**config.mk**
```make
export PLATFORM = sky130hd
export DESIGN_NAME = parking_gate_ctrl_flat
export DESIGN_NICKNAME = d
export VERILOG_FILES = /design/src/rtl/parking_gate_ctrl_pkg.sv /design/src/rtl/parking_gate_ctrl_if.sv /design/src/rtl/parking_gate_ctrl_timer.sv /design/src/rtl/parking_gate_ctrl.sv /design/src/flat_wrapper.sv
export SDC_FILE = /design/constraint.sdc
export NUM_CORES = 1
export LEC_CHECK = 0
export CORE_MARGIN = 4
export CORE_UTILIZATION = 56
export CTS_BUF_LIST = sky130_fd_sc_hd__clkbuf_4 sky130_fd_sc_hd__clkbuf_8
export DETAILED_ROUTE_END_ITERATION = 6
export PLACE_DENSITY = 0.84
export SLEW_MARGIN = 20
export SYNTH_ARGS = -nofsm -noshare
export SYNTH_HDL_FRONTEND = slang
export SYNTH_HIERARCHICAL = 1
export SYNTH_SLANG_ARGS = --single-unit
```
**constraint.sdc**
```tcl
create_clock -name clk -period 2.8 [get_ports clk]
set_input_delay 0.42 -clock clk [delete_from_list [all_inputs] [get_ports clk]]
set_output_delay 0.42 -clock clk [all_outputs]
set_load 0.005 [all_outputs]
```
**src/rtl/parking_gate_ctrl_pkg.sv**
```systemverilog
// Shared types and helpers for the parking gate controller.
//   gate_state_e      : controller state encoding
//   DEFAULT_PASSWORD  : factory keypad code
//   occ_width()       : bits needed to hold a count 0..n
//   timer_width()     : bits needed for the largest of three cycle budgets
package parking_pkg;

    typedef enum logic [2:0] {
        StIdle,
        StWaitPw,
        StOpenIn,
        StOpenOut,
        StLockout
    } gate_state_e;

    localparam logic [3:0] DEFAULT_PASSWORD = 4'b0011;

    function automatic int unsigned occ_width(input int unsigned n);
        return (n < 1) ? 1 : $clog2(n + 1);
    endfunction

    function automatic int unsigned timer_width(input int unsigned a,
                                                input int unsigned b,
                                                input int unsigned c);
        int unsigned m;
        m = (a > b) ? a : b;
        m = (m > c) ? m : c;
        return (m < 1) ? 1 : $clog2(m + 1);
    endfunction

endpackage

```
**src/rtl/parking_gate_ctrl_if.sv**
```systemverilog
// Sensor / keypad / actuator bundle of the parking gate controller.
//   master : environment side (drives sensors and keypad, observes gate status)
//   slave  : controller side
//   entry_req, exit_req, pw, pw_valid, car_passed : towards controller
//   gate_open, occupancy, full, deny, alarm       : from controller
interface parking_gate_if #(
    parameter int unsigned PW_W  = 4,
    parameter int unsigned OCC_W = 5
);
    logic             entry_req;
    logic             exit_req;
    logic [PW_W-1:0]  pw;
    logic             pw_valid;
    logic             car_passed;
    logic             gate_open;
    logic [OCC_W-1:0] occupancy;
    logic             full;
    logic             deny;
    logic             alarm;

    modport master (
        output entry_req, exit_req, pw, pw_valid, car_passed,
        input  gate_open, occupancy, full, deny, alarm
    );

    modport slave (
        input  entry_req, exit_req, pw, pw_valid, car_passed,
        output gate_open, occupancy, full, deny, alarm
    );

endinterface

```
**src/rtl/parking_gate_ctrl_timer.sv**
```systemverilog
// Loadable down-counter shared by all timed controller states.
//   clk, rst_n  : clock, asynchronous active-low reset
//   load_i      : load load_val_i this edge (wins over counting)
//   load_val_i  : value to load
//   zero_o      : counter currently at zero (counter holds at zero)
module park_timer #(
    parameter int unsigned WIDTH = 8
) (
    input  logic             clk,
    input  logic             rst_n,
    input  logic             load_i,
    input  logic [WIDTH-1:0] load_val_i,
    output logic             zero_o
);

    logic [WIDTH-1:0] count_q;

    always_ff @(posedge clk or negedge rst_n) begin
        if (!rst_n) begin
            count_q <= '0;
        end else if (load_i) begin
            count_q <= load_val_i;
        end else if (count_q != '0) begin
            count_q <= count_q - WIDTH'(1);
        end
    end

    assign zero_o = (count_q == '0);

endmodule

```
**src/rtl/parking_gate_ctrl.sv**
```systemverilog
// Car-park gate controller: password-checked entry, free exit, occupancy
// counting, retry limit with timed lockout, and gate / keypad timeouts.
//   clk, rst_n : clock, asynchronous active-low reset
//   gate       : slave side of parking_gate_if (sensors, keypad, gate status)
// All outputs are registered; full is decoded from the occupancy register.
module parking_gate_ctrl
    import parking_pkg::*;
#(
    parameter int unsigned     PW_W        = 4,
    parameter logic [PW_W-1:0] PASSWORD    = PW_W'(DEFAULT_PASSWORD),
    parameter int unsigned     SLOTS       = 16,
    parameter int unsigned     MAX_TRIES   = 3,
    parameter int unsigned     PW_TIMEOUT  = 32,
    parameter int unsigned     GATE_HOLD   = 64,
    parameter int unsigned     LOCK_CYCLES = 128
) (
    input logic           clk,
    input logic           rst_n,
    parking_gate_if.slave gate
);

    localparam int unsigned OCC_W = occ_width(SLOTS);
    localparam int unsigned TRY_W = occ_width(MAX_TRIES);
    localparam int unsigned TMR_W = timer_width(PW_TIMEOUT, GATE_HOLD, LOCK_CYCLES);

    localparam logic [OCC_W-1:0] SLOTS_V   = OCC_W'(SLOTS);
    localparam logic [TRY_W-1:0] LAST_TRY  = TRY_W'(MAX_TRIES - 1);
    // Timer is loaded with N-1 so the timed state lasts exactly N cycles:
    // the zero flag is seen in the Nth cycle and the state is left on that edge.
    localparam logic [TMR_W-1:0] PW_LOAD   = TMR_W'(PW_TIMEOUT - 1);
    localparam logic [TMR_W-1:0] HOLD_LOAD = TMR_W'(GATE_HOLD - 1);
    localparam logic [TMR_W-1:0] LOCK_LOAD = TMR_W'(LOCK_CYCLES - 1);

    gate_state_e      state_q, state_d;
    logic [OCC_W-1:0] occupancy_q, occupancy_d;
    logic [TRY_W-1:0] tries_q, tries_d;
    logic             gate_open_q, gate_open_d;
    logic             deny_q, deny_d;
    logic             alarm_q, alarm_d;

    logic             tmr_load;
    logic [TMR_W-1:0] tmr_load_val;
    logic             tmr_zero;
    logic             full;
    logic             pw_ok;

    assign full  = (occupancy_q == SLOTS_V);
    assign pw_ok = (gate.pw == PASSWORD);

    park_timer #(
        .WIDTH (TMR_W)
    ) u_timer (
        .clk        (clk),
        .rst_n      (rst_n),
        .load_i     (tmr_load),
        .load_val_i (tmr_load_val),
        .zero_o     (tmr_zero)
    );

    always_comb begin
        state_d      = state_q;
        occupancy_d  = occupancy_q;
        tries_d      = tries_q;
        deny_d       = 1'b0;
        tmr_load     = 1'b0;
        tmr_load_val = '0;

        unique case (state_q)
            StIdle: begin
                // Exit wins over entry so a leaving car frees its slot first.
                if (gate.exit_req && (occupancy_q != '0)) begin
                    state_d      = StOpenOut;
                    tmr_load     = 1'b1;
                    tmr_load_val = HOLD_LOAD;
                end else if (gate.entry_req && !full) begin
                    state_d      = StWaitPw;
                    tmr_load     = 1'b1;
                    tmr_load_val = PW_LOAD;
                end else if (gate.entry_req) begin
                    deny_d = 1'b1;
                end
            end

            StWaitPw: begin
                // A strobe in the final cycle still counts.
                if (gate.pw_valid) begin
                    if (pw_ok) begin
                        state_d      = StOpenIn;
                        tries_d      = '0;
                        tmr_load     = 1'b1;
                        tmr_load_val = HOLD_LOAD;
                    end else begin
                        deny_d   = 1'b1;
                        tries_d  = tries_q + TRY_W'(1);
                        tmr_load = 1'b1;
                        if (tries_q == LAST_TRY) begin
                            state_d      = StLockout;
                            tmr_load_val = LOCK_LOAD;
                        end else begin
                            tmr_load_val = PW_LOAD;
                        end
                    end
                end else if (tmr_zero) begin
                    state_d = StIdle;
                end
            end

            StOpenIn: begin
                // car_passed is checked before the timeout so a car clearing
                // in the last cycle is still counted.
                if (gate.car_passed) begin
                    state_d = StIdle;
                    if (occupancy_q != SLOTS_V) begin
                        occupancy_d = occupancy_q + OCC_W'(1);
                    end
                end else if (tmr_zero) begin
                    state_d = StIdle;
                end
            end

            StOpenOut: begin
                if (gate.car_passed) begin
                    state_d = StIdle;
                    if (occupancy_q != '0) begin
                        occupancy_d = occupancy_q - OCC_W'(1);
                    end
                end else if (tmr_zero) begin
                    state_d = StIdle;
                end
            end

            StLockout: begin
                if (tmr_zero) begin
                    state_d = StIdle;
                    tries_d = '0;
                end
            end

            default: begin
                state_d = StIdle;
            end
        endcase

        gate_open_d = (state_d == StOpenIn) || (state_d == StOpenOut);
        alarm_d     = (state_d == StLockout);
    end

    always_ff @(posedge clk or negedge rst_n) begin
        if (!rst_n) begin
            state_q     <= StIdle;
            occupancy_q <= '0;
            tries_q     <= '0;
            gate_open_q <= 1'b0;
            deny_q      <= 1'b0;
            alarm_q     <= 1'b0;
        end else begin
            state_q     <= state_d;
            occupancy_q <= occupancy_d;
            tries_q     <= tries_d;
            gate_open_q <= gate_open_d;
            deny_q      <= deny_d;
            alarm_q     <= alarm_d;
        end
    end

    assign gate.gate_open = gate_open_q;
    assign gate.occupancy = occupancy_q;
    assign gate.full      = full;
    assign gate.deny      = deny_q;
    assign gate.alarm     = alarm_q;

endmodule
```
**src/flat_wrapper.sv**
```systemverilog
// flat-port wrapper written by rule: the top's interface ports become plain ports
module parking_gate_ctrl_flat import parking_pkg::*;
#(
    parameter int unsigned     PW_W        = 4,
    parameter logic [PW_W-1:0] PASSWORD    = PW_W'(DEFAULT_PASSWORD),
    parameter int unsigned     SLOTS       = 16,
    parameter int unsigned     MAX_TRIES   = 3,
    parameter int unsigned     PW_TIMEOUT  = 32,
    parameter int unsigned     GATE_HOLD   = 64,
    parameter int unsigned     LOCK_CYCLES = 128
)
  (clk, rst_n, gate_entry_req, gate_exit_req, gate_pw, gate_pw_valid, gate_car_passed, gate_gate_open, gate_occupancy, gate_full, gate_deny, gate_alarm);
  parking_gate_if #(.PW_W(PW_W)) gate_i ();
  input logic clk;
  input logic rst_n;
  input wire logic [$bits(gate_i.entry_req)-1:0] gate_entry_req;
  input wire logic [$bits(gate_i.exit_req)-1:0] gate_exit_req;
  input wire logic [$bits(gate_i.pw)-1:0] gate_pw;
  input wire logic [$bits(gate_i.pw_valid)-1:0] gate_pw_valid;
  input wire logic [$bits(gate_i.car_passed)-1:0] gate_car_passed;
  output wire logic [$bits(gate_i.gate_open)-1:0] gate_gate_open;
  output wire logic [$bits(gate_i.occupancy)-1:0] gate_occupancy;
  output wire logic [$bits(gate_i.full)-1:0] gate_full;
  output wire logic [$bits(gate_i.deny)-1:0] gate_deny;
  output wire logic [$bits(gate_i.alarm)-1:0] gate_alarm;
  assign gate_i.entry_req = gate_entry_req;
  assign gate_i.exit_req = gate_exit_req;
  assign gate_i.pw = gate_pw;
  assign gate_i.pw_valid = gate_pw_valid;
  assign gate_i.car_passed = gate_car_passed;
  assign gate_gate_open = gate_i.gate_open;
  assign gate_occupancy = gate_i.occupancy;
  assign gate_full = gate_i.full;
  assign gate_deny = gate_i.deny;
  assign gate_alarm = gate_i.alarm;
  parking_gate_ctrl #(.PW_W(PW_W), .PASSWORD(PASSWORD), .SLOTS(SLOTS), .MAX_TRIES(MAX_TRIES), .PW_TIMEOUT(PW_TIMEOUT), .GATE_HOLD(GATE_HOLD), .LOCK_CYCLES(LOCK_CYCLES)) u_core (.clk(clk), .rst_n(rst_n), .gate(gate_i));
endmodule
```
# Yosys cells after proc, flatten, opt, wreduce, memory -nomap -nowiden
# Cells that the tools add are included.
# Widths: inputs -> output; s select.
[word_totals]
register_bits = 21
input_bits = 10
out_inout_bits = 9
elab_cells = 77
[classes]
n_addsub = 4
n_eq_ne = 17
n_mux = 35
n_reduce_logical = 14
[ops]
columns = ["op", "n"]
rows = [
  ["$mux 8", 5],
  ["$mux 5", 5],
  ["$mux 3", 7],
  ["$pmux 8 s2", 1],
  ["$eq 3x2->1 const B", 4],
  ["$pmux 3 s4", 1],
  ["$pmux 5 s2", 1],
  ["$logic_not 8->1", 1],
  ["$mux 1", 8],
  ["$reduce_bool 8->1", 1],
  ["$sub 8x1->8 const B", 1],
  ["$mux 7", 1],
  ["$eq 3x3->1 const B", 2],
  ["$mux 2", 3],
  ["$ne 2x1->1 const B", 3],
  ["$ne 2x2->1 const B", 3],
  ["$reduce_bool 2->1", 3],
  ["$add 5x1->5 const B", 1],
  ["$eq 5x5->1 const B", 1],
  ["$ne 5x5->1 const B", 1],
  ["$reduce_and 5->1", 1],
  ["$reduce_bool 5->1", 1],
  ["$sub 5x1->5 const B", 1],
  ["$eq 4x2->1 const B", 1],
  ["other kinds (11)", 13],
]

# Longest topological paths before layout
[depth]
word_depth = 8
mapped_depth = 9
ltp_nobuf = 8

# Modules after synthesis
# Netlist, hierarchy kept.
[by_module_without_submodules]
columns = ["mod", "n_inst", "cells_per_inst", "area_per_inst_um2", "seq_area_each_um2"]
rows = [
  ["parking_gate_ctrl", 1, 96, 874.6, 325.3],
  ["park_timer", 1, 54, 476.7, 200.2],
]

# Worst setup path after synthesis
# OpenSTA, ideal clock, no wires.
[synth_path]
path_kind = "register to register"
from = "register u_core.u_timer.count_q[0]"
to = "register u_core.tries_q[1]"
setup_time_ps = 132
t_arrival_ps = 2028
required_time_ps = 2668
slack_ps = 640
stages_incl_launch_ff = 10
path_buffers = 1
synth_period_minus_slack_ps = 2160
cell_sequence = "dfrtp_1 -> inv_1 -> ha_1 -> or3b_1 -> clkbuf_2 -> nor2_1 -> inv_1 -> or3_1 -> a21oi_1 -> o32ai_1"
[synth_between]
elab_chain_cells = 3
[synth_rtl]
columns = ["item", "line_no", "source"]
rows = [
  ["start, declared", "parking_gate_ctrl_timer.sv:16", "logic [WIDTH-1:0] count_q;"],
  ["start signal, assigned", "parking_gate_ctrl_timer.sv:22", "count_q <= load_val_i;"],
  ["start signal, assigned", "parking_gate_ctrl_timer.sv:24", "count_q <= count_q - WIDTH'(1);"],
  ["$logic_not 8->1", "parking_gate_ctrl_timer.sv:28", "assign zero_o = (count_q == '0);"],
  ["via u_core.tmr_zero", "parking_gate_ctrl.sv:43", "logic tmr_zero;"],
  ["$ne 2x1->1 (no line)", "--", ""],
  ["$reduce_and 3->1 (no line)", "--", ""],
  ["end signal, assigned", "parking_gate_ctrl.sv:159", "tries_q <= tries_d;"],
  ["end, declared", "parking_gate_ctrl.sv:36", "logic [TRY_W-1:0] tries_q, tries_d;"],
]
# The timed path passes the listed nets, and every way through them passes these cells.
# A chain may end at the register's enable or synchronous reset.

# Worst setup path after layout
[layout_path]
from = "register u_core.occupancy_q[1], in the netlist u_core/gate.occupancy[1]"
to = "output gate_full"
[layout_between]
elab_chain_cells = 1
[layout_rtl]
columns = ["item", "line_no", "source"]
rows = [
  ["start, declared", "parking_gate_ctrl.sv:35", "logic [OCC_W-1:0] occupancy_q, occupancy_d;"],
  ["start signal, assigned", "parking_gate_ctrl.sv:158", "occupancy_q <= occupancy_d;"],
  ["$eq 5x5->1", "parking_gate_ctrl.sv:47", "assign full = (occupancy_q == SLOTS_V);"],
  ["end, declared", "flat_wrapper.sv:23", "output wire logic [$bits(gate_i.full)-1:0] gate_full;"],
]
# Every way passes these cells.

==> out/metrics.cfg <==
[power]
internal_power_w=0.000381
clock_power_share=0.334
switchingPower_w=0.000109
switching_share=0.222
p_total_w=0.000490
powerDensity_nw_per_um2=310
ir_drop_mv=0.286
combPwrFrac=0.047
power_frac_seq=0.618
power_leakage_nw=0.633

[synthesis]
ys.warnings.count=6
yosysSeqAreaShare=0.389
syn_nets=166
avgSynthCellArea_um2=9.01
synth_area_um2=1350
synth_top_cell_by_area=dfrtp_1
netlist_top_cells_area=dfrtp_1, ha_1, nand2_1
async_reset_ff_frac=1.00
ys.flop_type=dfrtp_1
ys_seq_elements=21
synth_top_area_frac=0.389
synth-edff-count=0
synth_cells=150
ys_types=51

[setup_path]
worstPathArrival_ns=2.00
cpMaxStageDelayCell=clkdlybuf4s50_1
worstPathMaxFanout=6
required_ns=2.38
crit_type=flop to output pin
critPathTopFamily=simple AND/OR/NAND/NOR gates
path_buf_inv=2
startpoint=u_core/gate.occupancy[1]$_DFFE_PN0P_
rr_startpoint=u_core/state_q[1]$_DFF_PN0_
critical_path.cell_chain=nor4_2 > nand2_1 > inv_1 > clkdlybuf4s50_1
start_kind=flop
worst_path_largest_cell_delay_ns=0.49
endpoint_kind=output pin

[clock_network]
cts.sinks=21
cts-root-buf=clkbuf_4
numCtsBuffers=3
cts_resized=0
clkSlewWorstSetupHoldPaths_ns=0.12
cts_tree=done
postCtsSetupBuffers=0
clockBufferDepth=2
clock_latency_ns=0.31
hold_buffers=0
htreeDepth=1

[global_routing]
antenna_found_initial=0
grt_pass1_wl_um=5330
grt_pass1_vias=1175
grt_max_degree=22
grt_overflow_total=0
track_usage=0.208

[sta]
finClkSkew_ns=0.00306
max_clock_freq_ghz=0.413
min_period_ns=2.42
setup_violations=0
finalCritPeriodShare=0.865
finalHoldViolations=0
setup_tns_ns=0
worst_slew_pin_slew_ns=0.594
rsz0062_at_grt=no
drv_slew=0
timing.slew.headroom=0.600

[finish]
final_cell_mix=dfrtp_1, clkdlybuf4s50_1, nand2_1
num-nets-final=185
synthToLayoutAreaGrowth_pct=17.1
mostFrequentLayoutCell=dfrtp_1
antenna_cells=0
drive_above_1_share=0.0893

[place]
dp.final_hpwl_um=2290
portBuffers=18
gp_congestion=0.916

[floorplanning]
die_w_um=57.1
io_pins=19
core_area_um2=2250
fp.dieArea_um2=3260
die_y_um=57.1
start_util=0.599
row_count=17

[route]
viasPerCell=6.22
finalWirelength_um=3040
final_antenna_net_count=0
firstDrtPassIters=4
routedWlPerCell_um=15.5
vias=1219
drc=0
drtIter0Drc=56

[job]
drv_cap=0

[hold_path]
hold_path_class=input port to asynchronous set/reset pin

[status]
outcome=complete, no violations

==> Yosys cell counts, drive strengths merged (2+ instances only) <==
library cell,number
a21o,2
a21oi,8
a221oi,2
buf,3
clkbuf,3
dfrtp,21
ha,5
inv,12
nand2,15
nand2b,2
nand3,3
nand3b,2
nor2,10
nor2b,2
nor3,6
nor3b,2
nor4,4
o21ai,9
o31ai,3
o32ai,2
o41ai,5
or3,2
or4,3
xnor2,2
xor2,3
==> power groups by stage <==
stage,combinational (W),sequential [W],clock [W]
floorplan,0.00000154,0.000309,0
global placement,0.0000230,0.000309,0
detailed placement,0.0000239,0.000309,0
CTS,0.0000237,0.000303,0.000166
global route,0.0000253,0.000303,0.000181
finish,0.0000231,0.000303,0.000164
==> metrics by stage <==
| stage | hold slack, ns | worst slack [ns] | cell area [um^2] | util | std cells |
|---|---|---|---|---|---|
| detailed placement | 0.477 | 0.540 | 1550 | 0.689 | 192 |
| CTS | 0.435 | 0.371 | 1580 | 0.702 | 196 |
| floorplan | 0.124 | 0.640 | 1350 | - | 150 |
| finish | 0.433 | 0.378 | 1580 | 0.702 | 196 |
| global placement | 0.456 | 0.621 | 1550 | 0.689 | 192 |
| global route | 0.442 | 0.228 | 1580 | 0.702 | 196 |
==> final timing paths <==
path	to	slack, ns	cells past startpoint
max	gate_full	0.38	4
min	u_core/gate.occupancy[3]$_DFFE_PN0P_	0.43	2
max reg2reg	u_core/gate.occupancy[4]$_DFFE_PN0P_	0.51	7
min reg2reg	u_core/tries_q[0]$_DFFE_PN0P_	0.49	1
max in group asynchronous	u_core/u_timer/count_q[5]$_DFFE_PN0P_	2.15	2
min in group clk	u_core/tries_q[0]$_DFFE_PN0P_	0.49	1
==> layer usage <==
layer | wire, um | part of all wire | GRT usage | up-vias
met4 | 66 | 0.022 | 0.0993 | 0
met1 | 1320 | 0.44 | 0.266 | 587
met5 | 0 | 0 | 0 | -
li1 | - | - | - | 593
met2 | 1520 | 0.50 | 0.343 | 33
met3 | 129 | 0.042 | 0.0339 | 6
==> cell type report <==
class,instances,area (um^2)
clock buffers,4,30.0
inverters,12,45.0
repair buffers,21,203
multi-input cells,110,744
flip-flops and latches,21,526
fillers,192,672
well taps,28,35.0
==> registers in the layout (all words and copies together) (netlist names) <==
name / flops
u_core/u_timer/count_q: 8
u_core/gate.occupancy: 5
u_core/state_q: 3
u_core/tries_q: 2
u_core/gate.alarm: 1
u_core/gate.deny: 1
u_core/gate.gate_open: 1
==> worst register-to-register path, cell delays in order (launching register included) <==
cell	delay [ns]
dfrtp_1	0.54
nor2b_1	0.22
nand2_1	0.11
fa_1	0.43
nand2b_1	0.20
a211o_1	0.27
a221oi_1	0.31
nand3b_1	0.11
==> cells by family after synthesis <==
logic type	synth area share
adders and majority gates	0.0611
buffers and inverters	0.0602
muxes	0.00833
and+or+nand+nor	0.224
xor gates and xnor gates	0.0324
AOI/OAI and AO/OA	0.222
other	0.00278
DFF	0.389
Note: power is estimated with default switching activity, not from simulation.
==> variant (same settings) <==
Encoding of `gate_state_e`: now one-hot (5 bits for 5 states).
--- a/src/rtl/parking_gate_ctrl_pkg.sv
+++ b/src/rtl/parking_gate_ctrl_pkg.sv
@@ -7,8 +7,8 @@
 
-    typedef enum logic [2:0] {
-        StIdle,
-        StWaitPw,
-        StOpenIn,
-        StOpenOut,
-        StLockout
+    typedef enum logic [4:0] {
+        StIdle    = 5'b00001,
+        StWaitPw  = 5'b00010,
+        StOpenIn  = 5'b00100,
+        StOpenOut = 5'b01000,
+        StLockout = 5'b10000
     } gate_state_e;
Formal check against the unedited RTL: same outputs for any inputs over 10 cycles, from zero or initial values and one cycle with rst_n low; not proved beyond that.
==> variant against the unedited design <==
Final area up 12%; critical path type unchanged; area after synthesis up 14%; worst hold slack better by 0.011 ns; sequential cell count up 2; count of clock-buffer cells in the layout down 1; highest routed layer unchanged; worst setup slack worse by 0.15 ns; routed wire length up 20%.
Power is not compared: it rests on default switching activity, and its combinational part moved more than twofold at a synthesized area within 25%.
==> variant: results (changes against the unedited design) <==
Worst Skew=0.0009200 ns (was 0.003057 ns); max incr delay on CP=0.56 ns (was 0.49 ns); Routed WL=3.657 mm (was 3.043 mm); met3 usage=2.128% (was 3.394%); max_slew headroom=61.27% (was 60.01%); R2R Setup Slk=0.42 ns (was 0.51 ns); Final GP Congestion=0.9536 (was 0.9159); gr usage total=22.03% (was 20.82%); Worst R2R Path Depth=9 (was 7); Final Power=1.315 mW; Seq/Total Area, Yosys=37.33% (was 38.89%); Clock Pin Slew Worst Setup and Hold Paths=0.14 ns (was 0.12 ns); GR met2 Demand/Resource=37.19% (was 34.26%); Slowest-stage cell, CP=nor4_1 (was clkdlybuf4s50_1); largest net degree at the start of global routing=24 (was 22); outcome=finished clean (unchanged); Post-DP Area=0.001735 mm2 (was 0.001553 mm2); Min Hold Slack=0.4437 ns (was 0.4325 ns); Final #Nets=217 (was 185); total number of vias=1430 (was 1219); PnR worst setup slack=0.2271 ns (was 0.3778 ns); crit path DAT=2.15 ns (was 2.00 ns); DR pass1 iterations=5 (was 4); DR iter-0 viols=105 (was 56); M1 WL=1.596 mm (was 1.324 mm); RR Startpoint=u_core/gate.occupancy[1] (was u_core/state_q[1]); Critical R2R Capture=u_core/u_timer/count_q[6] (was u_core/gate.occupancy[4]); final design utilization=69.37% (was 70.20%); first-pass GRT wire length=6.175 mm (was 5.333 mm); met2 WL=1.723 mm (was 1.523 mm); Routed met3 length=310 um (was 129 um); non-filler cells, final=230 (was 196); top post-synthesis cells by area=dfrtp_1 (36%), nor2_1 (4.1%), ha_1 (4.0%) (was dfrtp_1 (39%), ha_1 (4.6%), nand2_1 (4.2%)); post-CTS resize count=0 (unchanged); CP startpoint=u_core/gate.occupancy[1] (unchanged); post-synth cell types=54 (was 51); Commonest cells post-synth=dfrtp_1 (22), nor2_1 (17), nand2_1 (15) (was dfrtp_1 (21), nand2_1 (15), inv_1 (11)); CTS H-tree depth=1 (unchanged); Filler cells=211 (was 192); met1 Resource Use GR=30.34% (was 26.65%); share of layout cells above drive strength 1=6.000% (was 8.929%); port bufs=18 (unchanged); Post-Syn Area per Cell=8.490 um2 (was 9.009 um2); Post-Place Worst Slack=0.4725 ns (was 0.5404 ns); HPWL Detailed=2.734 mm (was 2.288 mm); post-synth net total=198 (was 166)
[variant: cell count changes after synthesis, moves of 4 or more]
cell / before / now
nor2_1: 10 / 17
a21o_1: 1 / 5
o21ai_1: 5 / 1
nand3_1: 3 / 12
o21ai_0: 3 / 12
[variant: layout make-up]
| cell class | count | share of cell area, % |
|---|---|---|
| clock inverter | 1 | 0.4252 |
| multi-input combinational | 140 | 49.68 |
| timing repair buffer | 20 | 11.06 |
| inverter | 13 | 2.764 |
| tap | 30 | 2.126 |
| sequential | 23 | 32.67 |
| clock buffer | 3 | 1.276 |
[variant: logic make-up (layout without fill, tap and decap cells)]
group / Yosys count / after routing / share of synthesized area, %
and+or+nand+nor: 74 / 74 / 24.86
xor gates and xnor gates: 5 / 5 / 2.835
DFF: 23 / 23 / 37.33
other: 1 / 1 / 0.2427
muxes: 1 / 1 / 0.6478
AOI/OAI and AO/OA: 53 / 53 / 22.84
buffers and inverters: 19 / 37 / 5.911
adders and majority gates: 6 / 6 / 5.344
